`config.mk`:
```
export PLATFORM = sky130hd
export DESIGN_NAME = key_cmd_decoder
export DESIGN_NICKNAME = d
export VERILOG_FILES = /design/src/rtl/key_cmd_pkg.sv /design/src/rtl/key_debounce.sv /design/src/rtl/key_cmd_decoder.sv
export SDC_FILE = /design/constraint.sdc
export NUM_CORES = 1
export LEC_CHECK = 0
export BUFFER_PORTS_ARGS = -buffer_cell sky130_fd_sc_hd__buf_2
export CORE_ASPECT_RATIO = 0.7
export CORE_MARGIN = 2
export CORE_UTILIZATION = 42
export CTS_CLUSTER_DIAMETER = 150
export DETAILED_ROUTE_END_ITERATION = 8
export SKIP_CTS_REPAIR_TIMING = 1
export SLEW_MARGIN = 10
export SYNTH_ARGS = -nofsm -noshare
export SYNTH_HDL_FRONTEND = slang
export SYNTH_SLANG_ARGS = --single-unit
```
`constraint.sdc`:
```
create_clock -name clk -period 7.4 [get_ports clk]
set_input_delay 0.37 -clock clk [delete_from_list [all_inputs] [get_ports clk]]
set_output_delay 0.37 -clock clk [all_outputs]
set_load 0.02 [all_outputs]
```
`src/rtl/key_cmd_pkg.sv`:
```
// Shared types and defaults for the push-button conditioner and its command sequencer.
// Defaults assume a 50 MHz clk: 20 ms debounce, 500 ms repeat delay, 100 ms repeat rate.
package key_cmd_pkg;

   typedef enum logic [1:0] {
      IDLE   = 2'd0,
      DELAY  = 2'd1,
      REPEAT = 2'd2
   } cmd_state_e;

   localparam int unsigned N_KEYS_DEF          = 4;
   localparam int unsigned DEBOUNCE_CYCLES_DEF = 1000000;
   localparam int unsigned REPEAT_DELAY_DEF    = 25000000;
   localparam int unsigned REPEAT_RATE_DEF     = 5000000;

   // Counter width for values 0..n-1, never narrower than one bit.
   function automatic int unsigned cnt_width(input int unsigned n);
      return (n < 2) ? 1 : $clog2(n);
   endfunction

   function automatic int unsigned max_u(input int unsigned a, input int unsigned b);
      return (a > b) ? a : b;
   endfunction

endpackage

```
`src/rtl/key_debounce.sv`:
```
// One key: 2-flop synchroniser, stability counter and registered press/release strobes.
// key_level moves exactly 2 + DEBOUNCE_CYCLES cycles after a clean key_n edge.
module key_debounce
   import key_cmd_pkg::*;
#(
   parameter int unsigned DEBOUNCE_CYCLES = DEBOUNCE_CYCLES_DEF
) (
   input  logic clk,
   input  logic reset,
   input  logic key_n,
   output logic key_level,
   output logic press_pulse,
   output logic release_pulse
);

   localparam int unsigned       CW       = cnt_width(DEBOUNCE_CYCLES);
   localparam logic [CW-1:0]     CNT_LAST = CW'(DEBOUNCE_CYCLES - 1);

   logic          sync1_q, sync2_q;
   logic          synced;
   logic          stable_q, stable_d;
   logic [CW-1:0] cnt_q, cnt_d;
   logic          press_q, press_d;
   logic          release_q, release_d;

   // Raw key is active low, so the synchroniser idles at 1 (released).
   always_ff @(posedge clk or posedge reset) begin
      if (reset) begin
         sync1_q   <= 1'b1;
         sync2_q   <= 1'b1;
         stable_q  <= 1'b0;
         cnt_q     <= '0;
         press_q   <= 1'b0;
         release_q <= 1'b0;
      end else begin
         sync1_q   <= key_n;
         sync2_q   <= sync1_q;
         stable_q  <= stable_d;
         cnt_q     <= cnt_d;
         press_q   <= press_d;
         release_q <= release_d;
      end
   end

   assign synced = ~sync2_q;

   // Any sample that agrees with the accepted level restarts the count.
   always_comb begin
      stable_d  = stable_q;
      cnt_d     = '0;
      press_d   = 1'b0;
      release_d = 1'b0;
      if (synced != stable_q) begin
         if (cnt_q == CNT_LAST) begin
            stable_d  = synced;
            press_d   = synced;
            release_d = ~synced;
         end else begin
            cnt_d = cnt_q + 1'b1;
         end
      end
   end

   assign key_level     = stable_q;
   assign press_pulse   = press_q;
   assign release_pulse = release_q;

endmodule

```
`src/rtl/key_cmd_decoder.sv`:
```
// Debounces N active-low keys and turns a lone held key into command strobes with auto-repeat.
// cmd_valid rises one cycle after the triggering press_pulse; any other key activity cancels repeat.
module key_cmd_decoder
   import key_cmd_pkg::*;
#(
   parameter int unsigned N_KEYS          = N_KEYS_DEF,
   parameter int unsigned DEBOUNCE_CYCLES = DEBOUNCE_CYCLES_DEF,
   parameter int unsigned REPEAT_DELAY    = REPEAT_DELAY_DEF,
   parameter int unsigned REPEAT_RATE     = REPEAT_RATE_DEF
) (
   input  logic                      clk,
   input  logic                      reset,
   input  logic [N_KEYS-1:0]         key_n,
   output logic [N_KEYS-1:0]         key_level,
   output logic [N_KEYS-1:0]         press_pulse,
   output logic [N_KEYS-1:0]         release_pulse,
   output logic                      multi_key,
   output logic                      cmd_valid,
   output logic [$clog2(N_KEYS)-1:0] cmd_idx
);

   localparam int unsigned   IW         = $clog2(N_KEYS);
   localparam int unsigned   PW         = cnt_width(N_KEYS + 1);
   localparam int unsigned   TW         = cnt_width(max_u(REPEAT_DELAY, REPEAT_RATE));
   localparam logic [TW-1:0] DELAY_LOAD = TW'(REPEAT_DELAY - 1);
   localparam logic [TW-1:0] RATE_LOAD  = TW'(REPEAT_RATE - 1);

   cmd_state_e      state_q, state_d;
   logic [TW-1:0]   timer_q, timer_d;
   logic            cmd_valid_q, cmd_valid_d;
   logic [IW-1:0]   cmd_idx_q, cmd_idx_d;
   logic [PW-1:0]   held_cnt;
   logic            one_held;
   logic            press_hit;
   logic [IW-1:0]   press_idx;
   logic            abort;

   for (genvar g = 0; g < N_KEYS; g++) begin : g_key
      key_debounce #(
         .DEBOUNCE_CYCLES(DEBOUNCE_CYCLES)
      ) u_debounce (
         .clk          (clk),
         .reset        (reset),
         .key_n        (key_n[g]),
         .key_level    (key_level[g]),
         .press_pulse  (press_pulse[g]),
         .release_pulse(release_pulse[g])
      );
   end

   always_comb begin
      held_cnt  = '0;
      press_hit = 1'b0;
      press_idx = '0;
      for (int i = 0; i < N_KEYS; i++) begin
         held_cnt = held_cnt + PW'(key_level[i]);
         if (press_pulse[i] && key_level[i]) begin
            press_hit = 1'b1;
            press_idx = IW'(i);
         end
      end
   end

   assign one_held = (held_cnt == PW'(1));
   assign abort    = !key_level[cmd_idx_q] || !one_held;

   always_ff @(posedge clk or posedge reset) begin
      if (reset) begin
         state_q     <= IDLE;
         timer_q     <= '0;
         cmd_valid_q <= 1'b0;
         cmd_idx_q   <= '0;
      end else begin
         state_q     <= state_d;
         timer_q     <= timer_d;
         cmd_valid_q <= cmd_valid_d;
         cmd_idx_q   <= cmd_idx_d;
      end
   end

   // Abort is tested before expiry so a lost key never produces a late strobe.
   always_comb begin
      state_d     = state_q;
      timer_d     = timer_q;
      cmd_valid_d = 1'b0;
      cmd_idx_d   = cmd_idx_q;
      case (state_q)
         IDLE: begin
            if (press_hit && one_held) begin
               cmd_valid_d = 1'b1;
               cmd_idx_d   = press_idx;
               timer_d     = DELAY_LOAD;
               state_d     = DELAY;
            end
         end
         DELAY, REPEAT: begin
            if (abort) begin
               state_d = IDLE;
            end else if (timer_q == '0) begin
               cmd_valid_d = 1'b1;
               timer_d     = RATE_LOAD;
               state_d     = REPEAT;
            end else begin
               timer_d = timer_q - 1'b1;
            end
         end
         default: state_d = IDLE;
      endcase
   end

   always_comb begin
      cmd_valid = cmd_valid_q;
      cmd_idx   = cmd_idx_q;
      multi_key = (held_cnt >= PW'(2));
   end

endmodule
```
* After elaboration in Yosys (flattened, before gate mapping)
Index checks and enable logic that the tools add are counted.
** Word-level totals
- Flip-flop bits (word level) :: 130
- Output and inout port bits :: 16
- Word-level logic and storage cells :: 120
** Operators by class
- $add $sub $neg :: 8
- $lt $le $gt $ge :: 2
- Equality and inequality tests :: 14
- Multiplexer cells :: 45
- Bitwise operators :: 4
- Reduce and logical (&&, ||, !) cells :: 19
** Operators by type and width (number)
- $mux W20 :: 8
- $add A20 B1 Y20 const B :: 4
- $eq A20 B20 Y1 const B :: 4
- $mux W25 :: 3
- $pmux W25 S2 :: 1
- $logic_not A25 Y1 :: 1
- $mux W1 :: 25
- $sub A25 B1 Y25 const B :: 1
- $reduce_and A2 Y1 :: 6
- $mux W2 :: 5
- $logic_and A1 B1 Y1 :: 5
- $ne A1 B1 Y1 :: 4
- $ne A2 B2 Y1 const B :: 2
- $not A1 Y1 :: 4
- $pmux W2 S2 :: 1
- $add A2 B1 Y3 :: 1
- $add A3 B1 Y3 :: 1
- $eq A3 B1 Y1 const B :: 1
- $ge A3 B2 Y1 const B :: 1
- $lt A2 B3 Y1 const B :: 1
- $ne A3 B3 Y1 const B :: 1
- $reduce_and A3 Y1 :: 1
- $add A1 B1 Y2 :: 1
- $bmux W1 S2 :: 1
- 8 further kinds :: 9

* Longest topological paths before layout
- Word-level depth :: 8
- Mapped depth :: 14

* Hierarchy
From an unflattened synthesis, not the netlist that was laid out.
** Second synthesis, totals
- Cell total of the unflattened synthesis :: 665
- Area, all modules :: 6617.6 um2
** By module, submodules not included
- key_debounce :: times used 4, cells an instance 114, area each 1188.6 um2
- key_cmd_decoder :: times used 1, cells an instance 209, area each 1863.0 um2

* Least setup slack after synthesis
No wires, ideal clock.
- Kind :: flip-flop to flip-flop
- From :: register g_key[0].u_debounce.stable_q
- To :: register timer_q[23]
- Library setup time :: 73 ps
- Arrival :: 3301 ps
- Data required time :: 7327 ps
- Setup slack :: 4026 ps
- Cell stages (with the launch flop) :: 13
- Cell sequence :: dfrtp_1 > clkbuf_1 > inv_1 > fa_1 > inv_1 > ha_1 > inv_1 > ha_1 > or3b_2 > a31oi_2 > nand2_1 > or4_4 > a21oi_2
** Between the ends
- Cells in the longest elaborated chain, start to end :: 8
- Elaborated cells between the ends (all ways) :: 18
- Those cells by class :: 3 x add/sub; 3 x eq/ne; 6 x mux; 6 x reduce/logical
** RTL lines
- from (decl) :: RTL line key_debounce.sv:21 : logic stable_q, stable_d;
- from (signal assigned) :: RTL line key_debounce.sv:38 : stable_q <= stable_d;
- $add A1 B1 Y2 / $logic_and A1 B1 Y1 (equally long branches) :: RTL line key_cmd_decoder.sv:56, key_cmd_decoder.sv:57
- $add A2 B1 Y3 / $mux W1 (equally long branches) :: RTL line key_cmd_decoder.sv:56, key_cmd_decoder.sv:57
- $add A3 B1 Y3 / $mux W1 (equally long branches) :: RTL line key_cmd_decoder.sv:56, key_cmd_decoder.sv:57
- $eq A3 B1 Y1 / $mux W1 (equally long branches) :: RTL line key_cmd_decoder.sv:64, key_cmd_decoder.sv:57
- $logic_not A1 Y1 / $mux W1 (equally long branches) :: RTL line key_cmd_decoder.sv:65, key_cmd_decoder.sv:57
- $logic_or A1 B1 Y1 / $logic_and A1 B1 Y1 (equally long branches) :: RTL line key_cmd_decoder.sv:65, key_cmd_decoder.sv:89
- $ne A2 B2 Y1 (no source line)
- $reduce_and A3 Y1 (no source line) (*)
- to (signal assigned) :: RTL line key_cmd_decoder.sv:75 : timer_q <= timer_d;
- to (decl) :: RTL line key_cmd_decoder.sv:29 : logic [TW-1:0] timer_q, timer_d;
Mark *: on every way between the ends. The rest lies on a longest branch, timed or not. The select of a mux whose other input is x is not followed.
A chain may end at the register's enable or synchronous reset.

* Worst setup path in the final report
- From :: register g_key[1].u_debounce.stable_q
- To :: register timer_q[23]
** Between the ends
- Cells in the longest elaborated chain, start to end :: 8
- Elaborated cells between the ends (all ways) :: 17
- Those cells by class :: 3 x add/sub; 3 x eq/ne; 5 x mux; 6 x reduce/logical
** RTL lines
- from (decl) :: RTL line key_debounce.sv:21
- from (signal assigned) :: RTL line key_debounce.sv:38
- $add A1 B1 Y2 :: RTL line key_cmd_decoder.sv:56 : held_cnt = held_cnt + PW'(key_level[i]);
- $add A2 B1 Y3 :: RTL line key_cmd_decoder.sv:56
- $add A3 B1 Y3 :: RTL line key_cmd_decoder.sv:56
- $eq A3 B1 Y1 :: RTL line key_cmd_decoder.sv:64 : assign one_held = (held_cnt == PW'(1));
- $logic_not A1 Y1 :: RTL line key_cmd_decoder.sv:65 : assign abort = !key_level[cmd_idx_q] || !one_held;
- $logic_or A1 B1 Y1 :: RTL line key_cmd_decoder.sv:65
- $ne A2 B2 Y1 (no source line)
- $reduce_and A3 Y1 (no source line) (*)
Marked as above.

==> results.sh <==
export IMPL_ioPinCount=22
export IMPL_grt_use_total=0.1694
export IMPL_synth_ff_type="dfrtp_1"
export IMPL_h_tree_depth=4
export IMPL_drt_iter0_markers=312
export IMPL_worstSetupEndpointType="flop"
export IMPL_cts_buffers=17
export IMPL_crit_path_start_kind="flop"
export IMPL_ys_ff_latch=130
export IMPL_core_area_um2=14810
export IMPL_crit_fanout=24
export IMPL_die_height_um=107.6
export IMPL_clkSlewWorstSetupHoldPaths_ns=0.05
export IMPL_dieArea_um2=16340
export IMPL_worst_slack_ns=3.249
export IMPL_ys_seq_area_frac=0.5072
export IMPL_syn_nets=669
export IMPL_dr_total_vias=4623
export IMPL_syn_area_um2=6434
export IMPL_yosysWarningCount=0
export IMPL_maxSlewHeadroom=0.4317
export IMPL_dp_worst_setup_slack_ns=3.341
export IMPL_critPathKind="flop to flop"
export IMPL_path_cells="inv_1, fa_1, inv_1, ha_1, inv_1, ha_1, or3b_2, a31oi_2, nand2_1, or4_4, a21oi_2"
export IMPL_power_leakage_uw=0.003207
export IMPL_avgSynthCellArea_um2=9.868
export IMPL_syn2layout_area_growth_pct=11.86
export IMPL_rows=37
export IMPL_p_per_area_nw_per_um2=219.0
export IMPL_fin_worst_skew_ns=0.009744
export IMPL_fin_util=0.4858
export IMPL_overflow=0
export IMPL_totalWireLength_um=12760
export IMPL_period_share=0.5610
export IMPL_synth_async_sr_flop_share=1.000
export IMPL_tightestPinTransition_ns=0.8525
export IMPL_whs_ns=0.06024
export IMPL_drive_gt1_frac=0.1170
export IMPL_drtAntennaViolNets=0
export IMPL_switchingPower_uw=323.3
export IMPL_clockPowerShare=0.517
export IMPL_wire_per_inst_um=14.66
export IMPL_insertion_delay_ns=0.41
export IMPL_root_buffer="clkbuf_16"
export IMPL_port_buffers=21
export IMPL_p_total_uw=1576
export IMPL_finalMaxSlewViolations=0
export IMPL_grt_pass1_vias=4497
export IMPL_swShare=0.2052
export IMPL_arrival_ns=4.49
export IMPL_nets=679
export IMPL_antenna_found_initial=0
export IMPL_crit_path_top_delay_cell="or4_4"
export IMPL_max_freq_mhz=240.9
export IMPL_peakVddDrop_mv=0.1408
export IMPL_drc_errors=0
export IMPL_grt_max_degree=67
export IMPL_place_gp_congestion=0.8221
export IMPL_intPower_uw=1253
export IMPL_outcome="finished clean"
export IMPL_netlist_instances=652
export IMPL_grt_pass1_wl_um=22390
export IMPL_period_minus_slack_ns=4.151
export IMPL_setup_violations_final=0
export IMPL_cp_top_family="simple AND/OR/NAND/NOR gates"
export IMPL_synth_edf_count=0
export IMPL_synth_cell_types=59
export IMPL_path_buf_inv=3
export IMPL_die_w_um=151.9
export IMPL_p_seq_frac=0.462
export IMPL_dpl_hpwl_um=8592
export IMPL_cp_common_cell="inv_1"
export IMPL_worst_ep_required_time_ns=7.74
export IMPL_slowest_delay_ns=0.71
export IMPL_tns_ns=0
export IMPL_max_cap_violations=0
export IMPL_cts_sinks=130
export IMPL_finalHoldViolations=0
export IMPL_start_util=0.4343
export IMPL_post_drt_via_cell_ratio=5.314
export IMPL_cts_buffer_depth=2
export IMPL_first_pass_iters=5
export IMPL_cts_tree="built"
export IMPL_comb_power_share=0.021
export IMPL_diodes=0
export IMPL_rsz0062_at_grt="false"
export IMPL_holdCritPathClass="primary input to flop"
==> power by group through the flow <==
stage               clock network, uW  logic, uW  registers [uW]
finish                            815       32.6             728
global route                      867       39.3             729
CTS                               830       34.4             728
detailed placement                  0       34.1             740
global placement                    0       33.4             740
floorplan                           0       24.9             739
==> Yosys cell counts, types with 3 or more instances <==
cell type	count	share of area
or3_1	3	0.0029
mux2i_1	3	0.0047
and3_1	20	0.019
dfstp_2	8	0.033
or2_2	6	0.0058
ha_1	10	0.019
inv_1	22	0.013
nand4_1	25	0.024
o21ai_0	13	0.010
nor3_1	19	0.015
xor2_1	48	0.065
o41ai_1	3	0.0041
nor2_1	108	0.063
and4_1	3	0.0041
buf_2	6	0.0047
o31ai_1	8	0.0093
nor4_1	8	0.0078
dfrtp_1	122	0.47
nor4b_1	7	0.0095
a21oi_1	11	0.0086
nand2b_1	3	0.0029
nand3_1	40	0.031
xnor2_1	35	0.048
nand3b_1	3	0.0035
nor3b_1	4	0.0047
buf_4	13	0.015
a31oi_1	3	0.0029
nand2_1	47	0.027
clkbuf_1	10	0.0058
or4_1	5	0.0058
==> layout make-up <==
class	count	area [um2]
Fill cell	1363	7617
Inverter	22	85.08
Clock buffer	28	536.8
Multi-Input combinational cell	469	2908
Tap cell	195	244.0
Timing Repair Buffer	22	112.6
Clock inverter	4	47.55
Sequential cell	130	3263
==> cells in the final DEF (no fill, tap or decap), types with 7 or more instances in the layout <==
master	Yosys	layout
a21oi_1	11	11
and3_1	20	20
buf_2	6	21
clkbuf_16	0	17
clkbuf_8	0	7
dfrtp_1	122	122
dfstp_2	8	8
ha_1	10	10
inv_1	22	21
nand2_1	47	47
nand3_1	40	40
nand4_1	25	25
nor2_1	108	108
nor3_1	19	19
nor4_1	8	8
nor4b_1	7	7
o21ai_0	13	13
o31ai_1	8	8
xnor2_1	35	35
xor2_1	48	48
==> kinds of logic after synthesis <==
family                   count (synthesis)  synth area share
AND/OR/NAND/NOR                        316            0.2505
flip-flops                             130            0.5072
XOR/XNOR                                83            0.1130
AO/OA/AOI/OAI                           55           0.05776
buffers and inverters                   53           0.04084
adder cells (fa/ha/maj)                 11           0.02256
multiplexers                             4          0.008168
==> metrics by stage <==
step	instances	instance area [um2]
floorplan	652	6434
CTS	870	7197
global route	870	7197
detailed placement	838	6613
global placement	838	6613
finish	870	7197
==> metal layers <==
| metal | global-route usage | part of all wire |
|---|---|---|
| met2 | 0.2461 | 0.44 |
| met5 | 0 | 0 |
| met3 | 0.03422 | 0.033 |
| met4 | 0.07009 | 0.022 |
| met1 | 0.2474 | 0.51 |
==> final timing paths <==
check | slack [ns] | depth (start not counted) | startpoint | endpoint
setup / recovery | 3.25 | 11 | g_key[1].u_debounce.key_level | timer_q[23]
max in group asynchronous | 5.97 | 3 | reset | g_key[1].u_debounce.cnt_q[4]
hold / removal | 0.06 | 1 | key_n[3] | g_key[3].u_debounce.sync1_q
setup reg to reg | 3.25 | 11 | g_key[1].u_debounce.key_level | timer_q[23]
min in group asynchronous | 0.12 | 2 | reset | g_key[2].u_debounce.cnt_q[8]
hold reg to reg | 0.36 | 0 | g_key[0].u_debounce.sync1_q | g_key[0].u_debounce.sync2_q
==> sequential cells by signal, indices dropped and copies added, names as in the netlist <==
name / cells
cmd_valid: 1
g_key.u_debounce.press_pulse: 4
g_key.u_debounce.key_level: 4
g_key.u_debounce.cnt_q: 80
timer_q: 25
cmd_idx: 2
state_q: 2
g_key.u_debounce.release_pulse: 4
g_key.u_debounce.sync1_q: 4
g_key.u_debounce.sync2_q: 4
Power figures use the tool's default switching activity.
